## src/rtl/pwm_capture.sv

```systemverilog
// Measures high time and rise-to-rise period of an asynchronous PWM line in clk cycles and flags stuck lines.
// Define PWM_CAPTURE_FILTER_EN to insert a FILTER_LEN-cycle glitch filter ahead of edge detection.
module pwm_capture #(
   parameter int CNT_W      = 16,
   parameter int TIMEOUT    = 65535,
   parameter int FILTER_LEN = 3
) (
   input  logic             clk,
   input  logic             rst_n,
   input  logic             en,
   input  logic             pwm_in,
   output logic [CNT_W-1:0] high_cnt,
   output logic [CNT_W-1:0] period_cnt,
   output logic             meas_valid,
   output logic             stuck_high,
   output logic             stuck_low,
   output logic             busy
);

   typedef enum logic [1:0] {IDLE, ARM, HIGH, LOW} state_t;

   localparam logic [CNT_W-1:0] CNT_MAX = {CNT_W{1'b1}};
   localparam logic [CNT_W-1:0] TMO     = CNT_W'(TIMEOUT);

   state_t           state;
   state_t           state_nx;
   logic             sync_a;
   logic             s;
   logic             line;
   logic             line_d;
   logic             rise;
   logic             fall;
   logic [CNT_W-1:0] cnt;
   logic [CNT_W-1:0] cnt_nx;
   logic [CNT_W-1:0] cnt_inc;
   logic [CNT_W-1:0] hi_lat;
   logic [CNT_W-1:0] hi_lat_nx;
   logic [CNT_W-1:0] high_nx;
   logic [CNT_W-1:0] period_nx;
   logic             valid_nx;
   logic             sh_nx;
   logic             sl_nx;
   logic             tmo_hit;

   always_ff @(posedge clk) begin
      if (!rst_n) begin
         sync_a <= 1'b0;
         s      <= 1'b0;
      end else begin
         sync_a <= pwm_in;
         s      <= sync_a;
      end
   end

`ifdef PWM_CAPTURE_FILTER_EN
   localparam int FW = $clog2(FILTER_LEN + 1);

   logic [FW-1:0] filt_cnt;
   logic          filt;

   // The filtered line follows s only once s has disagreed with it for FILTER_LEN cycles in a row.
   always_ff @(posedge clk) begin
      if (!rst_n) begin
         filt     <= 1'b0;
         filt_cnt <= '0;
      end else if (s == filt) begin
         filt_cnt <= '0;
      end else if (filt_cnt == FW'(FILTER_LEN - 1)) begin
         filt     <= s;
         filt_cnt <= '0;
      end else begin
         filt_cnt <= filt_cnt + 1'b1;
      end
   end

   assign line = filt;
`else
   assign line = s;
`endif

   assign rise    = line & ~line_d;
   assign fall    = ~line & line_d;
   assign cnt_inc = (cnt == CNT_MAX) ? cnt : cnt + 1'b1;
   assign tmo_hit = (cnt_inc >= TMO);
   assign busy    = (state != IDLE);

   always_ff @(posedge clk) begin
      if (!rst_n) begin
         state      <= IDLE;
         line_d     <= 1'b0;
         cnt        <= '0;
         hi_lat     <= '0;
         high_cnt   <= '0;
         period_cnt <= '0;
         meas_valid <= 1'b0;
         stuck_high <= 1'b0;
         stuck_low  <= 1'b0;
      end else begin
         state      <= state_nx;
         line_d     <= line;
         cnt        <= cnt_nx;
         hi_lat     <= hi_lat_nx;
         high_cnt   <= high_nx;
         period_cnt <= period_nx;
         meas_valid <= valid_nx;
         stuck_high <= sh_nx;
         stuck_low  <= sl_nx;
      end
   end

   // An edge always wins over a timeout landing in the same cycle.
   always_comb begin
      state_nx = state;
      if (!en) begin
         state_nx = IDLE;
      end else begin
         case (state)
            IDLE:    state_nx = ARM;
            ARM:     if (rise) state_nx = HIGH;
            HIGH: begin
               if (fall)         state_nx = LOW;
               else if (tmo_hit) state_nx = ARM;
            end
            LOW: begin
               if (rise)         state_nx = HIGH;
               else if (tmo_hit) state_nx = ARM;
            end
            default: state_nx = IDLE;
         endcase
      end
   end

   always_comb begin
      cnt_nx    = cnt;
      hi_lat_nx = hi_lat;
      high_nx   = high_cnt;
      period_nx = period_cnt;
      valid_nx  = 1'b0;
      sh_nx     = stuck_high;
      sl_nx     = stuck_low;
      if (!en) begin
         cnt_nx = '0;
         sh_nx  = 1'b0;
         sl_nx  = 1'b0;
      end else begin
         case (state)
            IDLE: cnt_nx = '0;
            ARM: begin
               // Once parked at TIMEOUT the counter holds, so the flags are only set on arrival.
               if (rise) begin
                  cnt_nx = CNT_W'(1);
               end else if (cnt < TMO) begin
                  cnt_nx = cnt_inc;
                  if (tmo_hit) begin
                     sh_nx = line;
                     sl_nx = ~line;
                  end
               end
            end
            HIGH: begin
               if (fall) begin
                  hi_lat_nx = cnt;
                  cnt_nx    = cnt_inc;
               end else if (tmo_hit) begin
                  cnt_nx = TMO;
                  sh_nx  = 1'b1;
               end else begin
                  cnt_nx = cnt_inc;
               end
            end
            LOW: begin
               if (rise) begin
                  period_nx = cnt;
                  high_nx   = hi_lat;
                  valid_nx  = 1'b1;
                  sh_nx     = 1'b0;
                  sl_nx     = 1'b0;
                  cnt_nx    = CNT_W'(1);
               end else if (tmo_hit) begin
                  cnt_nx = TMO;
                  sl_nx  = 1'b1;
               end else begin
                  cnt_nx = cnt_inc;
               end
            end
            default: cnt_nx = '0;
         endcase
      end
   end

endmodule

```

## config.mk

```make
export PLATFORM = sky130hd
export DESIGN_NAME = pwm_capture
export DESIGN_NICKNAME = d
export VERILOG_FILES = /design/src/rtl/pwm_capture.sv
export SDC_FILE = /design/constraint.sdc
export NUM_CORES = 1
export LEC_CHECK = 0
export ABC_AREA = 1
export CORE_ASPECT_RATIO = 1.4
export CORE_MARGIN = 1
export CORE_UTILIZATION = 35
export CTS_BUF_LIST = sky130_fd_sc_hd__clkbuf_4
export DETAILED_ROUTE_END_ITERATION = 8
export DONT_BUFFER_PORTS = 1
export SKIP_LAST_GASP = 1
export SYNTH_ARGS = -nofsm -noshare
export SYNTH_HDL_FRONTEND = slang
export SYNTH_SLANG_ARGS = --single-unit
```

## constraint.sdc

```tcl
create_clock -name clk -period 2.3 [get_ports clk]
set_clock_uncertainty 0.1 [all_clocks]
set_input_delay 0.575 -clock clk [delete_from_list [all_inputs] [get_ports clk]]
set_output_delay 0.575 -clock clk [all_outputs]
set_load 0.01 [all_outputs]
```

==> flow_summary.json, run 1 <==
{
  "die_w_um": 81.1,
  "grt_max_degree": 53,
  "arrival_ns": 2.32,
  "synth_top_area_share": 0.470,
  "postSynthAreaPerCell_um2": 7.49,
  "synth_area_leaders": "dfxtp_1 (47%), nor2_1 (10%), o21ai_0 (8.2%), nand2_1 (7.1%), a21oi_1 (3.9%)",
  "die_h_um": 113,
  "drive_gt1_frac": 0.154,
  "synth.most_common_cell": "nor2_1",
  "clockRootBuffer": "clkbuf_4",
  "io_pins": 40,
  "rsz0062_at_grt": "false",
  "cts_tree": "built",
  "synthArstFlopShare": 0,
  "status": "complete, no violations",
  "worstSetupEndpointType": "flip-flop",
  "layout.nets": 421,
  "via_per_inst": 4.97,
  "yosysSeqAreaShare": 0.470,
  "hold_viol_final": 0,
  "antenna_cells": 0,
  "syn-num-nets": 415,
  "clkSinkCount": 72,
  "crit_fanout": 12,
  "wl_per_cell_um": 13.7,
  "regArea_um2": 1450,
  "gp_congestion": 0.952,
  "rows": 40,
  "vdd_drop_max_v": 0.000274,
  "fin_crit_ns": 2.10,
  "worstPathRequired_ns": 2.52,
  "htreeDepth": 3,
  "synth_warnings": 0,
  "max-clock-path-buffers": 2,
  "io_buffers": 0,
  "cap_violations": 0,
  "slew-limit-headroom": 0.523,
  "ys.flop_type": "dfxtp_1",
  "fin_crit_sh": 0.913,
  "syn_to_final_growth_pct": 11.0,
  "antenna_left": 0,
  "die_area_um2": 9150,
  "synthCells": 410,
  "grt_pass1_wl_mm": 12.0,
  "drc_errors": 0,
  "routed_wl_mm": 7.20,
  "powerDensity_nw_per_um2": 613,
  "antenna_found_initial": 0,
  "finalMaxSlewViolations": 0,
  "leakage_uw": 0.00136,
  "grtUsageTotal": 0.172,
  "synth-seq-cells": 72,
  "crit_type": "reg -> reg",
  "initial_core_util": 0.359,
  "n_fill_cell": 899,
  "synthTopCellsByCount": "nor2_1 (84), dfxtp_1 (72), nand2_1 (58), o21ai_0 (50), inv_1 (27)",
  "synthDistinctLibCells": 30,
  "synth_area_um2": 3070,
  "multi_input_area_um2": 1480,
  "postPlaceCellArea_um2": 3210,
  "synth_edf_count": 0,
  "cp-start-kind": "flip-flop",
  "num_vias": 2614,
  "setup_viol": 0,
  "cts_buffers": 9,
  "design_area_um2": 3410,
  "worstSkewPairLatency_ns": 0.42,
  "dr.pass1.iters": 4,
  "clkSlewWorstSetupHoldPaths_ns": 0.12,
  "drtIter0Drc": 151,
  "hold_path_class": "in -> reg",
  "synth_largest_area_cell": "dfxtp_1",
  "grt_overflow": 0,
  "max_slew.worst_pin.slew_ns": 0.714,
  "fmax_ghz": 0.476,
  "hpwl_mm": 5.22,
  "first_global_vias": 2590,
  "final.setup.tns_ns": 0,
  "core_area_um2": 8560
}
## routing by layer
layer	wire length, um	global-route usage	vias up
met5	0	0	-
met4	225	0.0905	0
met3	310	0.0435	21
met2	3590	0.295	65
met1	3070	0.192	1174
li1	-	-	1354
## logic make-up (layout without fill, tap and decap cells)
kind of cell / Yosys count / after routing / synth area share
AOI/OAI and AO/OA: 88 / 88 / 0.153
xor gates and xnor gates: 5 / 5 / 0.0167
buffers and inverters: 48 / 59 / 0.0620
adders and majority gates: 1 / 1 / 0.00408
and+or+nand+nor: 196 / 196 / 0.295
DFF: 72 / 72 / 0.470
## through the flow
step,worst slack [ns],instances,util,hold slack [ns],power (uW)
floorplan,0.220,410,-,0.290,1330
global placement,0.187,508,0.375,0.302,1340
detailed placement,0.118,508,0.375,0.308,1340
CTS,0.0740,524,0.391,0.107,2120
global route,0.0140,526,0.398,0.117,2180
finish,0.201,526,0.398,0.142,2090
## layout make-up
class / count / area share
inverter: 30 / 0.0341
clock buffer: 10 / 0.0220
sequential: 72 / 0.426
timing repair buffer: 13 / 0.0286
clock inverter: 6 / 0.0176
tap: 105 / 0.0385
multi-input combinational: 290 / 0.433
## layout by cell type, fill, tap and decap left out, types with 4 or more instances in the layout
cell type	count
clkbuf_4	10
a21oi_1	24
nor3_1	7
nand2_2	6
a211oi_1	4
nor3b_1	10
nand3_1	13
nand4_1	7
nor2_1	82
buf_4	13
dfxtp_1	64
nor2_4	6
inv_1	26
dfxtp_2	8
o21ai_0	50
nand2_1	58
o21ai_1	4
## timing repair
item	CTS	global route
setup buffers	0	2
resized for setup	0	15
setup endpoints to repair	0	3
hold buffers	0	0
## final timing paths
kind | from | to | slack (ns) | cells past startpoint
worst min-delay path | rst_n | line$_SDFF_PN0_ | 0.14 | 2
worst min register to register | sync_a$_SDFF_PN0_ | line$_SDFF_PN0_ | 0.33 | 2
worst max-delay path | cnt[0]$_SDFFE_PN0P_ | stuck_high$_SDFFE_PN0P_ | 0.20 | 14
worst max register to register | cnt[0]$_SDFFE_PN0P_ | stuck_high$_SDFFE_PN0P_ | 0.20 | 14
## sequential cells by signal, indices dropped and copies added (netlist names)
name / cells
sync_a: 1
cnt: 16
line_d: 1
period_cnt: 16
meas_valid: 1
stuck_high: 1
state: 2
line: 1
hi_lat: 16
high_cnt: 16
stuck_low: 1
## worst max-delay path: stages, from the launching register on
cell and delay (ns):
dfxtp_2 0.37, ha_4 0.17, inv_2 0.05, nor2_4 0.14
nand2_4 0.09, nor2_8 0.17, inv_2 0.14, o21ai_0 0.10
nand3_1 0.13, nor2_4 0.12, nand3_2 0.10, a21oi_2 0.16
nand2_1 0.06, nand2_1 0.05, nor2_1 0.04
## power by group
| group | internal [uW] | switching [uW] | leakage, uW |
|---|---|---|---|
| logic | 19.2 | 37.5 | 0.000699 |
| clock network | 338 | 437 | 0.0000722 |
| registers | 1250 | 5.16 | 0.000585 |
| total | 1610 | 479 | 0.00136 |
No activity file was read; power rests on OpenSTA's default activity.
==> run 2: changes to the inputs <==
CORE_ASPECT_RATIO = not set   (was 1.4)
PLACE_DENSITY = 0.59   (was not set)
==> flow_summary.json, run 2 (synthesis results as in run 1) <==
{
  "endpoint": "stuck_high$_SDFFE_PN0P_",
  "grt_overflow": 0,
  "post-place-ws_ns": 0.127,
  "cap_violations": 0,
  "powerDensity_nw_per_um2": 664,
  "layout.nets": 421,
  "crit_type": "reg -> reg",
  "status": "complete, no violations",
  "fin_crit_ns": 2.13,
  "htreeDepth": 3,
  "worstSkewPairLatency_ns": 0.42,
  "post-place-cells": 508,
  "max_slew.worst_pin.slew_ns": 0.973,
  "reg2reg_from": "cnt[3]$_SDFFE_PN0P_",
  "cts_buffers": 9,
  "wl_per_cell_um": 13.7,
  "rsz0062_at_grt": "true",
  "n_fill_cell": 863,
  "clkSinkCount": 72,
  "max-clock-path-buffers": 2,
  "hold_path_class": "in -> reg",
  "hp-start": "pwm_in",
  "first_global_vias": 2552,
  "gp_congestion": 0.915,
  "arrival_ns": 2.36,
  "die_w_um": 95.6,
  "clkSlewWorstSetupHoldPaths_ns": 0.12,
  "r2r_end": "stuck_high$_SDFFE_PN0P_",
  "fmax_ghz": 0.470,
  "finalMaxSlewViolations": 0,
  "setup_viol": 0,
  "grt_max_degree": 53,
  "fin_crit_sh": 0.925,
  "routed_wl_mm": 7.19,
  "syn_to_final_growth_pct": 12.0,
  "die_h_um": 95.6,
  "core_area_um2": 8340,
  "drc_errors": 0,
  "r2r_setup_slack_ns": 0.17,
  "critPathLaunch": "cnt[3]$_SDFFE_PN0P_",
  "worstSetupEndpointType": "flip-flop",
  "grt_pass1_wl_mm": 11.9,
  "cts_tree": "built",
  "cp-start-kind": "flip-flop",
  "via_per_inst": 5.05,
  "hpwl_mm": 5.14,
  "hold_viol_final": 0,
  "vdd_drop_max_v": 0.000217,
  "r2r_cells": 13,
  "layout.cells.non_filler": 525,
  "whs_ns": 0.144,
  "setup_slack_ns": 0.173,
  "initial_core_util": 0.368,
  "io_buffers": 0,
  "num_vias": 2653,
  "antenna_left": 0,
  "io_pins": 40,
  "drtIter0Drc": 143,
  "final_cell_mix": "nor2_1 (83), dfxtp_1 (69), nand2_1 (58)",
  "die_area_um2": 9150,
  "worstPathRequired_ns": 2.54,
  "grtUsageTotal": 0.171,
  "final_common_cell": "nor2_1",
  "drive_gt1_frac": 0.136,
  "crit_fanout": 12,
  "dr.pass1.iters": 4,
  "hold_buffers": 0,
  "slew-limit-headroom": 0.349,
  "rows": 33,
  "finish.utilization": 0.412,
  "leakage_uw": 0.00136,
  "antenna_found_initial": 0,
  "clockRootBuffer": "clkbuf_4",
  "antenna_cells": 0,
  "min_path_cells": 2
}
==> run 2: timing repair <==
item,4_1_cts,5_1_grt
hold endpoints to repair,0,0
setup buffers,0,2
setup endpoints to repair,0,8
resized for setup,0,8
==> run 2: worst min-delay path by stage <==
stage	slack [ns]	to
4_1_cts	0.11	sync_a$_SDFF_PN0_
5_1_grt	0.13	line_d$_SDFF_PN0_
6_report	0.14	sync_a$_SDFF_PN0_
3_5_place_dp	0.31	line$_SDFF_PN0_
2_1_floorplan	0.29	line$_SDFF_PN0_
3_3_place_gp	0.30	line$_SDFF_PN0_
==> run 2: worst max-delay path, cell delays in order (launching register included) <==
cell     delay, ns
dfxtp_1       0.47
nand2_1       0.15
nor2_4        0.14
nand2_4       0.09
nor2_8        0.15
inv_2         0.12
o21ai_0       0.12
nand3_1       0.15
nor2_4        0.13
nand3_2       0.10
a21oi_2       0.16
nand2_1       0.06
nand2_1       0.06
nor2_1        0.04
==> run 2: cell type report <==
| type | count | area [um^2] | area share |
|---|---|---|---|
| inverters | 30 | 118 | 0.0342 |
| multi-input cells | 290 | 1460 | 0.424 |
| clock inverters | 6 | 109 | 0.0317 |
| well taps | 105 | 131 | 0.0382 |
| clock buffers | 9 | 67.6 | 0.0197 |
| flip-flops and latches | 72 | 1450 | 0.420 |
| repair buffers | 13 | 110 | 0.0320 |
==> run 2: layer usage <==
metal / vias up / wire (um) / GRT usage
li1: 1353 / - / -
met1: 1204 / 3420 / 0.208
met2: 80 / 3220 / 0.275
met3: 16 / 402 / 0.0518
met4: 0 / 147 / 0.0821
met5: - / 0 / 0
==> run 2: metrics by stage <==
step | TNS, ns | power (uW) | cell area, um^2
after floorplan | 0 | 1330 | 3070
after global placement | 0 | 1330 | 3220
after detailed placement | 0 | 1340 | 3220
after CTS | 0 | 2310 | 3400
after global routing | -0.0250 | 2380 | 3440
final | 0 | 2280 | 3440
==> run 2: report_power, final <==
part           internal (uW)  leakage (uW)  switching, uW
logic                   16.2      0.000696           36.4
clock network            540     0.0000857            432
registers               1250      0.000582           5.11
==> run 3: changes to the inputs <==
SLEW_MARGIN = 0   (was not set)
==> results of run 3 <==
Same layout as run 2: the final DEF is identical, and so are final timing and power.
